`config.mk`:
```
export PLATFORM = sky130hd
export DESIGN_NAME = disp_frame_arbiter
export DESIGN_NICKNAME = d
export VERILOG_FILES = /design/src/rtl/disp_frame_arbiter.sv
export SDC_FILE = /design/constraint.sdc
export NUM_CORES = 1
export LEC_CHECK = 0
export BUFFER_PORTS_ARGS = -buffer_cell sky130_fd_sc_hd__buf_2
export CAP_MARGIN = 40
export CORE_MARGIN = 2
export CORE_UTILIZATION = 45
export DETAILED_ROUTE_END_ITERATION = 10
export MAX_ROUTING_LAYER = met4
export PLACE_DENSITY = 0.65
export REMOVE_ABC_BUFFERS = 1
export SYNTH_ARGS = -nofsm -noshare
export SYNTH_HDL_FRONTEND = slang
export SYNTH_SLANG_ARGS = --single-unit
```
`constraint.sdc`:
```
create_clock -name sys_clk -period 3.65 [get_ports sys_clk]
set_input_delay 0.1825 -clock sys_clk [delete_from_list [all_inputs] [get_ports sys_clk]]
set_output_delay 0.1825 -clock sys_clk [all_outputs]
set_load 0.03 [all_outputs]
```
`src/rtl/disp_frame_arbiter.sv`:
```
// -----------------------------------------------------------------------------
// disp_frame_arbiter
//
// Owns the 8-digit seven-segment frame and decides every cycle which
// requester's 8 x 5-bit digit-code frame is sent to the scan/segment driver.
// Priority is ALERT > STAT > IDLE > BLANK. A non-alert owner is held on screen
// for a minimum time. Alerts are shown for a fixed duration, and a one-deep
// queue holds a second alert.
//
// Ports
//   sys_clk      system clock
//   sys_rst      synchronous, active-high reset
//   idle_valid   idle animation wants the display (level)
//   idle_frame   idle digit codes, digit k = bits [5k+4:5k], k=0 rightmost
//   stat_valid   status/money view wants the display (level)
//   stat_frame   status digit codes
//   alert_req    single-cycle alert request
//   alert_frame  alert digit codes, sampled only in the alert_req cycle
//   alert_ack    pulse one cycle after alert_req: request accepted
//   alert_drop   pulse one cycle after alert_req: queue full, request lost
//   alert_busy   an alert is shown or pending
//   frame_out    registered frame to the segment driver
//   frame_owner  registered owner: 0 blank, 1 idle, 2 status, 3 alert
//   owner_chg    pulse in the cycle frame_owner takes a new value
//
// Build option
//   DISP_ALERT_BLINK_EN  when defined, the alert frame blinks at 2 Hz
//                        (half-period CLK_HZ/4 cycles, visible first).
// -----------------------------------------------------------------------------
module disp_frame_arbiter #(
   parameter int CLK_HZ     = 100_000_000,
   parameter int HOLD_MS    = 500,
   parameter int ALERT_MS   = 2000,
   parameter int BLANK_CODE = 19
) (
   input  logic        sys_clk,
   input  logic        sys_rst,
   input  logic        idle_valid,
   input  logic [39:0] idle_frame,
   input  logic        stat_valid,
   input  logic [39:0] stat_frame,
   input  logic        alert_req,
   input  logic [39:0] alert_frame,
   output logic        alert_ack,
   output logic        alert_drop,
   output logic        alert_busy,
   output logic [39:0] frame_out,
   output logic [1:0]  frame_owner,
   output logic        owner_chg
);

   localparam int HOLD_CYC  = CLK_HZ / 1000 * HOLD_MS;
   localparam int ALERT_CYC = CLK_HZ / 1000 * ALERT_MS;
   localparam int HOLD_W    = (HOLD_CYC > 1) ? $clog2(HOLD_CYC) : 1;
   localparam int ALERT_W   = (ALERT_CYC > 1) ? $clog2(ALERT_CYC) : 1;

   // Counters run 0..CYC-1, so the last count marks the final cycle of the
   // interval and the counter never needs to represent CYC itself.
   localparam logic [HOLD_W-1:0]  HOLD_LAST  = HOLD_W'(HOLD_CYC - 1);
   localparam logic [ALERT_W-1:0] ALERT_LAST = ALERT_W'(ALERT_CYC - 1);

   // Encoding doubles as the frame_owner code.
   typedef enum logic [1:0] {
      ST_BLANK = 2'd0,
      ST_IDLE  = 2'd1,
      ST_STAT  = 2'd2,
      ST_ALERT = 2'd3
   } state_t;

   state_t              state_reg, state_next, prio_state;
   logic [HOLD_W-1:0]   hold_cnt_reg, hold_cnt_next;
   logic [ALERT_W-1:0]  alert_cnt_reg, alert_cnt_next;
   logic                act_full_reg, act_full_next;
   logic [39:0]         act_frame_reg, act_frame_next;
   logic                pend_full_reg, pend_full_next;
   logic [39:0]         pend_frame_reg, pend_frame_next;
   logic                ack_reg, ack_next;
   logic                drop_reg, drop_next;
   logic [39:0]         frame_out_reg, frame_out_next;
   logic [1:0]          owner_reg;
   logic                owner_chg_reg;

   logic                hold_done;
   logic                alert_exp;
   logic                alert_restart;
   logic [39:0]         blank_frame;
   logic [39:0]         alert_view;

   genvar gi;
   generate
      for (gi = 0; gi < 8; gi++) begin : g_blank
         assign blank_frame[5*gi +: 5] = 5'(BLANK_CODE);
      end
   endgenerate

   assign hold_done = (hold_cnt_reg == HOLD_LAST);
   assign alert_exp = (state_reg == ST_ALERT) && (alert_cnt_reg == ALERT_LAST);

   // A new alert starts its timer either on entry from another owner or when
   // a queued/simultaneous request replaces an expiring one.
   assign alert_restart = (state_next == ST_ALERT) &&
                          ((state_reg != ST_ALERT) || alert_exp);

   // Alert slots. An expiring active alert is retired first, so a request in
   // the expiry cycle sees the freed slot.
   always_comb begin : slot_comb
      act_full_next   = act_full_reg;
      act_frame_next  = act_frame_reg;
      pend_full_next  = pend_full_reg;
      pend_frame_next = pend_frame_reg;
      ack_next        = 1'b0;
      drop_next       = 1'b0;
      if (alert_exp) begin
         act_full_next  = pend_full_reg;
         act_frame_next = pend_frame_reg;
         pend_full_next = 1'b0;
      end
      if (alert_req) begin
         if (!act_full_next) begin
            act_full_next  = 1'b1;
            act_frame_next = alert_frame;
            ack_next       = 1'b1;
         end else if (!pend_full_next) begin
            pend_full_next  = 1'b1;
            pend_frame_next = alert_frame;
            ack_next        = 1'b1;
         end else begin
            drop_next = 1'b1;
         end
      end
   end

   always_comb begin : prio_comb
      if (stat_valid) begin
         prio_state = ST_STAT;
      end else if (idle_valid) begin
         prio_state = ST_IDLE;
      end else begin
         prio_state = ST_BLANK;
      end
   end

   // FSM: state register
   always_ff @(posedge sys_clk) begin : state_ff
      if (sys_rst) begin
         state_reg <= ST_BLANK;
      end else begin
         state_reg <= state_next;
      end
   end

   // FSM: next state
   always_comb begin : next_state_comb
      state_next = state_reg;
      case (state_reg)
         ST_BLANK: state_next = prio_state;
         ST_IDLE: begin
            if (hold_done) begin
               if (stat_valid) begin
                  state_next = ST_STAT;
               end else if (!idle_valid) begin
                  state_next = ST_BLANK;
               end
            end
         end
         ST_STAT: begin
            if (hold_done && !stat_valid) begin
               state_next = idle_valid ? ST_IDLE : ST_BLANK;
            end
         end
         ST_ALERT: begin
            if (alert_exp && !act_full_next) begin
               state_next = prio_state;
            end
         end
         default: state_next = ST_BLANK;
      endcase
      // A loaded alert preempts any owner, hold or not.
      if ((state_reg != ST_ALERT) && act_full_reg) begin
         state_next = ST_ALERT;
      end
   end

   // Timers: hold clears on every owner change (which covers entering IDLE or
   // STAT from anywhere); both counters saturate at their last count.
   always_comb begin : timer_comb
      if (state_next != state_reg) begin
         hold_cnt_next = '0;
      end else if (hold_cnt_reg != HOLD_LAST) begin
         hold_cnt_next = hold_cnt_reg + HOLD_W'(1);
      end else begin
         hold_cnt_next = hold_cnt_reg;
      end

      if (alert_restart || (state_next != ST_ALERT)) begin
         alert_cnt_next = '0;
      end else if (alert_cnt_reg != ALERT_LAST) begin
         alert_cnt_next = alert_cnt_reg + ALERT_W'(1);
      end else begin
         alert_cnt_next = alert_cnt_reg;
      end
   end

`ifdef DISP_ALERT_BLINK_EN
   localparam int BLINK_CYC = (CLK_HZ / 4 > 1) ? CLK_HZ / 4 : 1;
   localparam int BLINK_W   = (BLINK_CYC > 1) ? $clog2(BLINK_CYC) : 1;
   localparam logic [BLINK_W-1:0] BLINK_LAST = BLINK_W'(BLINK_CYC - 1);

   logic [BLINK_W-1:0] blink_cnt_reg, blink_cnt_next;
   logic               blink_off_reg, blink_off_next;

   // Phase restarts (frame visible) with every new alert.
   always_comb begin : blink_comb
      blink_cnt_next = '0;
      blink_off_next = 1'b0;
      if ((state_next == ST_ALERT) && !alert_restart) begin
         if (blink_cnt_reg == BLINK_LAST) begin
            blink_off_next = ~blink_off_reg;
         end else begin
            blink_cnt_next = blink_cnt_reg + BLINK_W'(1);
            blink_off_next = blink_off_reg;
         end
      end
   end

   always_ff @(posedge sys_clk) begin : blink_ff
      if (sys_rst) begin
         blink_cnt_reg <= '0;
         blink_off_reg <= 1'b0;
      end else begin
         blink_cnt_reg <= blink_cnt_next;
         blink_off_reg <= blink_off_next;
      end
   end

   assign alert_view = blink_off_reg ? blank_frame : act_frame_reg;
`else
   assign alert_view = act_frame_reg;
`endif

   // FSM: outputs. IDLE/STAT follow their source live while valid and freeze
   // on the last registered frame once the owner drops valid during hold.
   always_comb begin : out_comb
      frame_out_next = frame_out_reg;
      case (state_reg)
         ST_BLANK: frame_out_next = blank_frame;
         ST_IDLE:  if (idle_valid) frame_out_next = idle_frame;
         ST_STAT:  if (stat_valid) frame_out_next = stat_frame;
         ST_ALERT: frame_out_next = alert_view;
         default:  frame_out_next = blank_frame;
      endcase
   end

   always_ff @(posedge sys_clk) begin : data_ff
      if (sys_rst) begin
         hold_cnt_reg   <= '0;
         alert_cnt_reg  <= '0;
         act_full_reg   <= 1'b0;
         act_frame_reg  <= '0;
         pend_full_reg  <= 1'b0;
         pend_frame_reg <= '0;
         ack_reg        <= 1'b0;
         drop_reg       <= 1'b0;
         frame_out_reg  <= blank_frame;
         owner_reg      <= 2'd0;
         owner_chg_reg  <= 1'b0;
      end else begin
         hold_cnt_reg   <= hold_cnt_next;
         alert_cnt_reg  <= alert_cnt_next;
         act_full_reg   <= act_full_next;
         act_frame_reg  <= act_frame_next;
         pend_full_reg  <= pend_full_next;
         pend_frame_reg <= pend_frame_next;
         ack_reg        <= ack_next;
         drop_reg       <= drop_next;
         frame_out_reg  <= frame_out_next;
         owner_reg      <= state_reg;
         owner_chg_reg  <= (owner_reg != state_reg);
      end
   end

   assign alert_ack   = ack_reg;
   assign alert_drop  = drop_reg;
   assign alert_busy  = act_full_reg | pend_full_reg;
   assign frame_out   = frame_out_reg;
   assign frame_owner = owner_reg;
   assign owner_chg   = owner_chg_reg;

endmodule
```
== Yosys cells after proc, flatten, opt, wreduce, memory -nomap -nowiden ==
Cells that the tools add are included.

* Bits in registers: 183
* Input bits: 125
* Output and inout port bits: 46
* Logic and storage cells: 71

* $add $sub $neg: 2
* Equality and inequality tests: 14
* Muxes and demuxes: 23
* Bitwise logic cells: 4
* Reduce and logical (&&, ||, !) cells: 16

{| class="wikitable"
|+ Operators with widths
! cell !! count
|-
| $mux 40 || 5
|-
| $pmux 40 s4 || 1
|-
| $add 28x1->28 const B || 1
|-
| $eq 28x28->1 const B || 1
|-
| $ne 28x28->1 const B || 1
|-
| $add 26x1->26 const B || 1
|-
| $eq 26x26->1 const B || 1
|-
| $ne 26x26->1 const B || 1
|-
| $mux 2 || 7
|-
| $mux 1 || 9
|-
| $ne 2x2->1 const B || 4
|-
| $pmux 2 s4 || 1
|-
| $eq 2x2->1 const B || 3
|-
| $reduce_or 2->1 || 3
|-
| $logic_and 1x1->1 || 5
|-
| $ne 2x2->1 || 2
|-
| $not 1->1 || 3
|-
| $reduce_and 3->1 || 1
|-
| $reduce_or 3->1 || 1
|-
| $eq 2x1->1 const B || 1
|-
| $logic_not 1->1 || 2
|-
| $logic_not 2->1 || 1
|-
| $logic_or 1x1->1 || 2
|-
| $reduce_and 2->1 || 1
|-
| $or 1x1->1 || 1
|}

== Depth between registers and ports, before layout ==
Gate-level depths: netlist (run 1).

* Word-level depth: 13
* Mapped depth: 8

== Least setup slack after synthesis (run 1) ==
No wires, ideal clock.

* Kind: reg-to-reg
* Start point: register alert_cnt_reg[10]
* End point: register pend_frame_reg[19]
* Setup time: 0.143 ns
* Arrival time: 2.420 ns
* Path slack: 1.087 ns
* Cell stages (with the launch flop): 8
* Buffers on the path: 2
* Period minus slack after synthesis: 2.563 ns
* Cells stage by stage: dfxtp_1 or4b_4 or4_4 or4_1 buf_2 buf_1 nand3_1 a21oi_2

* Cells in the longest elaborated chain, start to end: 5
* Elaborated cells on any way between the ends: 6

{| class="wikitable"
|+ Ends and longest elaborated chain
! what !! RTL line !! text
|-
| start: declaration || 72 || <nowiki>logic [ALERT_W-1:0] alert_cnt_reg, alert_cnt_next;</nowiki>
|-
| start signal: assignment || 269 || <nowiki>alert_cnt_reg <= alert_cnt_next;</nowiki>
|-
| $eq 28x28->1 (*) || 97 || <nowiki>assign alert_exp = (state_reg == ST_ALERT) && (alert_cnt_reg == ALERT_LAST);</nowiki>
|-
| $logic_and 1x1->1 (*) || 97 ||
|-
| $mux 1 || 113 || <nowiki>if (alert_exp) begin</nowiki>
|-
| $not 1->1 (no line) || - ||
|-
| $reduce_and 3->1 (no line) (*) || - ||
|-
| end signal: assignment || 273 || <nowiki>pend_frame_reg <= pend_frame_next;</nowiki>
|-
| end: declaration || 76 || <nowiki>logic [39:0] pend_frame_reg, pend_frame_next;</nowiki>
|}

Every way passes the cells marked *; elsewhere a longest branch is shown, timed or not.
A chain may end at the register's enable or synchronous reset.

== Worst setup path in the final report (run 1) ==
* Start point: register alert_cnt_reg[12]
* End point: register pend_frame_reg[3]

The elaborated chain is that of the path after synthesis.

==> flow_summary.toml, run 1 <==
[synth]
syn_area_sq_um = 9150
synthAdderAreaFrac_pct = 0.273
synth-xor-area-share_pct = 3.54
ys_types = 52
yosys_warnings = 0
syn-instance-count = 1029
synth_top_family_by_area = "compound AO/OA/AOI/OAI gates"
synth_edf_count = 0
synth_mux_area_share_pct = 9.08
async_flop_share_pct = 0
synth-simple-area-share_pct = 16.2
avgSynthCellArea_sq_um = 8.89
synth_compound_area_share_pct = 24.6
synth-seq-area-share_pct = 40.0
synth_ff_type = "dfxtp_1"
ys_ff_latch = 183

[critical_path]
worstPathRequired_ps = 4010
critPathKind = "reg2reg"
path_max_fanout = 50
path_cells = "or4b_1 -> or4_1 -> or4_2 -> buf_4 -> a21o_1 -> a21oi_2"
cp_slowest_cell = "or4_2"
end_kind = "flip-flop"
cp-start-kind = "flip-flop"
slowest_delay_ps = 650
crit_arrival_ps = 3310

[floorplanning]
die_w_microns = 147
die_y_microns = 147
pin_count = 171
rows = 52
core_sq_um = 20100
initial_core_util_pct = 45.5
die_area_sq_um = 21500

[sta]
rsz0062_at_grt = "false"
period_needed_ps = 2950
final-max-slew-violation-count = 0
setup_violations = 0
clock_skew_ps = 16.5
hold_violations = 0
timing.final.crit_share_pct = 80.9
fmax_mhz = 339
slew_headroom_pct = 40.8
tightestPinTransition_ps = 888

[clock_tree]
path_clk_slew_ps = 70
tritoncts = "built"
cts_buffers = 17
cts_setup_buffers = 0
clockBufferDepth = 2
cts_resized = 0
cts.sinks = 183
h-tree-depth = 4
postCtsHoldBufs = 0
insertion_delay_ps = 440
clockRootBuffer = "clkbuf_16"

[power]
ir_drop_mv = 0.300
total_leakage_power_uw = 0.00447
p_per_area_nw_per_um2 = 447

[routing]
ant_nets = 0
num_vias = 8172
wl_per_cell_microns = 16.6
drtIter0Drc = 310
first_pass_iters = 6
drt-total-wl_mm = 23.9
drc_errors = 0
vias_per_cell = 5.68

[place]
dp.cells = 1403
dp_hpwl_mm = 15.3
routabilityCongestion = 0.770
portBuffers = 170

[flow_run]
max-cap-violations = 0

[grt]
grt_pass1_vias = 7864
grt_pass1_wl_mm = 39.3
grt_usage_pct = 22.7
overflow = 0
antenna_found_initial = 4
grt_max_degree = 81

[cells_and_area]
fin_cells = 1439
drive_above_1_share_pct = 25.6
layout.nets = 1279
final_util_pct = 54.1
area_growth_pct = 18.7

[min_path]
min_path_type = "in2reg"

[status]
status = "finished, final reports clean"
==> logic make-up (layout without fill, tap and decap cells) <==
logic type / after synthesis / count (layout)
AO/OA/AOI/OAI: 297 / 297
XOR/XNOR: 37 / 37
adder cells (fa/ha/maj): 2 / 2
buffers and inverters: 144 / 280
flip-flops: 183 / 183
multiplexers: 81 / 81
other: 0 / 4
AND/OR/NAND/NOR: 285 / 285
==> layout by cell type, fill, tap and decap left out, drive strengths merged, types with 5 or more instances in the layout <==
cell type    n
a211oi      35
nand4       14
nand2b       6
buf        196
nand3       60
or4         18
a221oi      18
clkbuf      19
a21o        43
xor2         6
or3          7
a211o       24
inv         57
dfxtp      183
o31ai       10
a41o        40
nor3        54
o21ai        7
mux2i       65
clkinv       5
mux2        16
nor2        63
xnor2       31
nand2       26
and2         5
a21oi      107
nor4        12
and3         5
==> worst max-delay path, delay by kind of cell, from the launching register on <==
kind / cells / cell delay (ps)
buffers and inverters: 1 / 310
AO/OA/AOI/OAI: 2 / 360
flip-flops: 1 / 360
AND/OR/NAND/NOR: 3 / 1840
==> worst paths after layout <==
kind                     startpoint           endpoint  slack [ps]  cells past startpoint
setup / recovery  alert_cnt_reg[12]  pend_frame_reg[3]         700                      6
hold / removal       idle_frame[18]      frame_out[18]          50                      3
hold reg to reg        frame_out[9]       frame_out[9]         460                      1
setup reg to reg  alert_cnt_reg[12]  pend_frame_reg[3]         700                      6
==> area by class of cell <==
type / count / area, sq um
tap: 270 / 338
fill: 1890 / 9240
multi-input combinational: 702 / 4950
antenna: 4 / 10.0
clock inverter: 13 / 168
sequential: 183 / 3670
inverter: 52 / 195
clock buffer: 19 / 443
timing repair buffer: 196 / 1100
==> cell usage after synthesis, types with 5 or more instances <==
cell        n  share of area (%)
o21ai_0     7               0.38
a221oi_1   18                1.7
or3_1       7               0.48
a211o_1    24                2.3
xnor2_1    31                3.0
a21oi_2    40                3.8
xor2_1      6               0.57
nor2_1     63                2.6
a211oi_1   35                2.9
nand2b_1    6               0.41
nor3_1     54                3.0
nand2_1    26                1.1
and3_1      5               0.34
or4_1      17                1.4
o31ai_1    10               0.82
buf_1       6               0.25
nand3_1    60                3.3
nor4_1     11               0.75
mux2i_1    65                7.1
a21oi_1    67                3.7
a41o_1     40                4.4
inv_1      52                2.1
clkbuf_1   80                3.3
nand4_1    14               0.96
dfxtp_1   183                 40
a21o_1     43                3.5
mux2_2     16                2.0
==> metal layers <==
metal / routed length, microns / global-route usage [%] / vias up
met1: 11200 / 29.5 / 3928
met5: 0 / - / -
met3: 1280 / 5.16 / 15
li1: - / - / 4055
met4: 193 / 5.10 / 0
met2: 11200 / 36.3 / 174
==> power breakdown <==
part / switching (uW) / internal, uW / leakage (uW) / total (uW)
registers: 72.3 / 2110 / 0.00150 / 2180
clock network: 853 / 1050 / 0.000298 / 1910
logic: 462 / 305 / 0.00267 / 767
==> stage by stage <==
step	hold slack, ps	setup TNS (ps)	instance area [sq um]	worst slack (ps)	power, uW
global placement	440	0	10200	779	2980
floorplan	245	-150800	8770	-1830	2700
CTS	40.3	0	10900	714	4910
finish	51.4	0	10900	698	4860
detailed placement	447	0	10200	731	3000
global route	59.9	0	10900	586	5070
Note: power is estimated with default switching activity, not from simulation.
==> inputs of run 2 (changes only) <==
- clock period: 3.65 -> 2.95 ns (I/O delays scaled with it)
==> flow_summary.toml, run 2 (synthesis gave the netlist of run 1 again) <==
[status]
status = "finished, final reports clean"

[floorplanning]
die_area_sq_um = 21500
die_w_microns = 147
die_y_microns = 147
core_sq_um = 20100
pin_count = 171
initial_core_util_pct = 45.5
rows = 52

[clock_tree]
insertion_delay_ps = 440
cts.sinks = 183
cts_setup_buffers = 0
h-tree-depth = 4
cts_buffers = 17
tritoncts = "built"
clockRootBuffer = "clkbuf_16"
path_clk_slew_ps = 80
clockBufferDepth = 2

[place]
dp_hpwl_mm = 15.8
portBuffers = 170
routabilityCongestion = 0.860
dp.cells = 1418

[grt]
antenna_found_initial = 1
grt_pass1_vias = 7757
grt_usage_pct = 23.1
grt_pass1_wl_mm = 39.9
overflow = 0
grt_max_degree = 81

[power]
ir_drop_mv = 0.327
p_per_area_nw_per_um2 = 538
total_leakage_power_uw = 0.00455

[cells_and_area]
num-fill-cells = 1869
drive_above_1_share_pct = 26.6
area_growth_pct = 20.1
final_util_pct = 54.7
layout_common_cells = "181 x dfxtp_1, 169 x buf_2, 67 x a21oi_1"
layout.nets = 1296
layout_commonest_cell = "dfxtp_1"
fin_cells = 1453

[routing]
wl_met1_mm = 11.9
first_pass_iters = 5
route.met3.wl_mm = 1.28
drc_errors = 0
drtIter0Drc = 410
num_vias = 8271
drt-total-wl_mm = 24.8
vias_per_cell = 5.69
highest_layer = "met4"
wl_per_cell_microns = 17.0
route.met2.wl_mm = 11.4
ant_nets = 0

[sta]
timing.final.crit_share_pct = 91.6
slew_headroom_pct = 52.0
setup_violations = 0
final-max-slew-violation-count = 0
period_needed_ps = 2700
fmax_mhz = 370
hold_violations = 0
rsz0062_at_grt = "false"
worst_hold_slack_ps = 10.4
tightestPinTransition_ps = 720
clock_skew_ps = 15.0

[flow_run]
max-cap-violations = 0

[critical_path]
worstPathRequired_ps = 3320
critPathKind = "reg2reg"
cp-start-kind = "flip-flop"
end_kind = "flip-flop"
reg2reg_slack_ps = 250
crit_arrival_ps = 3070
path_max_fanout = 40

[min_path]
min_path_type = "in2reg"
-- run 2: changes by cell type in the layout (fill, tap and decap cells not counted), moves of 2 or more --
cell and change:
bufinv_16 -2, clkinv_4 +3, diode_2 -3, buf_4 +15
-- run 2: where the power goes --
part	switching (uW)	total [uW]	internal, uW
sequential	90.4	2700	2610
combinational	578	958	381
clock	1090	2260	1170
-- run 2: routing by layer --
layer | GRT usage [%] | vias up
li1 | - | 4110
met1 | 31.5 | 3952
met2 | 35.9 | 198
met3 | 5.09 | 11
met4 | 3.50 | 0
met5 | - | -
-- run 2: worst paths after layout --
| check | cells after the start | start | to |
|---|---|---|---|
| setup / recovery | 6 | alert_cnt_reg[8] | pend_frame_reg[11] |
| hold reg to reg | 1 | frame_out[1] | frame_out[1] |
| hold / removal | 3 | idle_frame[13] | frame_out[13] |
| setup reg to reg | 6 | alert_cnt_reg[8] | pend_frame_reg[11] |
-- run 2: what timing repair did --
item,in CTS,in global routing
gates resized for setup,0,2
hold buffers,1,0
hold endpoints to repair,1,0
endpoints found under the setup margin,0,2
-- run 2: final cells by class --
class / instances / area (sq um) / share of cell area [%]
multi-input combinational: 702 / 4950 / 45.1
sequential: 183 / 3670 / 33.4
timing repair buffer: 213 / 1250 / 11.4
clock buffer: 19 / 453 / 4.12
tap: 270 / 338 / 3.07
inverter: 52 / 195 / 1.78
clock inverter: 13 / 130 / 1.18
antenna: 1 / 2.50 / 0.0228
-- run 2: critical path, stage by stage, from the launching register on --
cell     delay (ps)
dfxtp_1         400
or3b_2          510
or4_1           600
or4_4           580
buf_16          220
a21o_1          210
a21oi_2         110
-- run 2: stage by stage --
stage	setup slack, ps	total power, uW	setup TNS, ps	area, sq um
floorplan	-2530	3340	-249080	8770
detailed placement	121	3720	0	10400
global placement	178	3700	0	10400
CTS	102	5970	0	11000
global route	159	6170	0	11000
finish	248	5920	0	11000
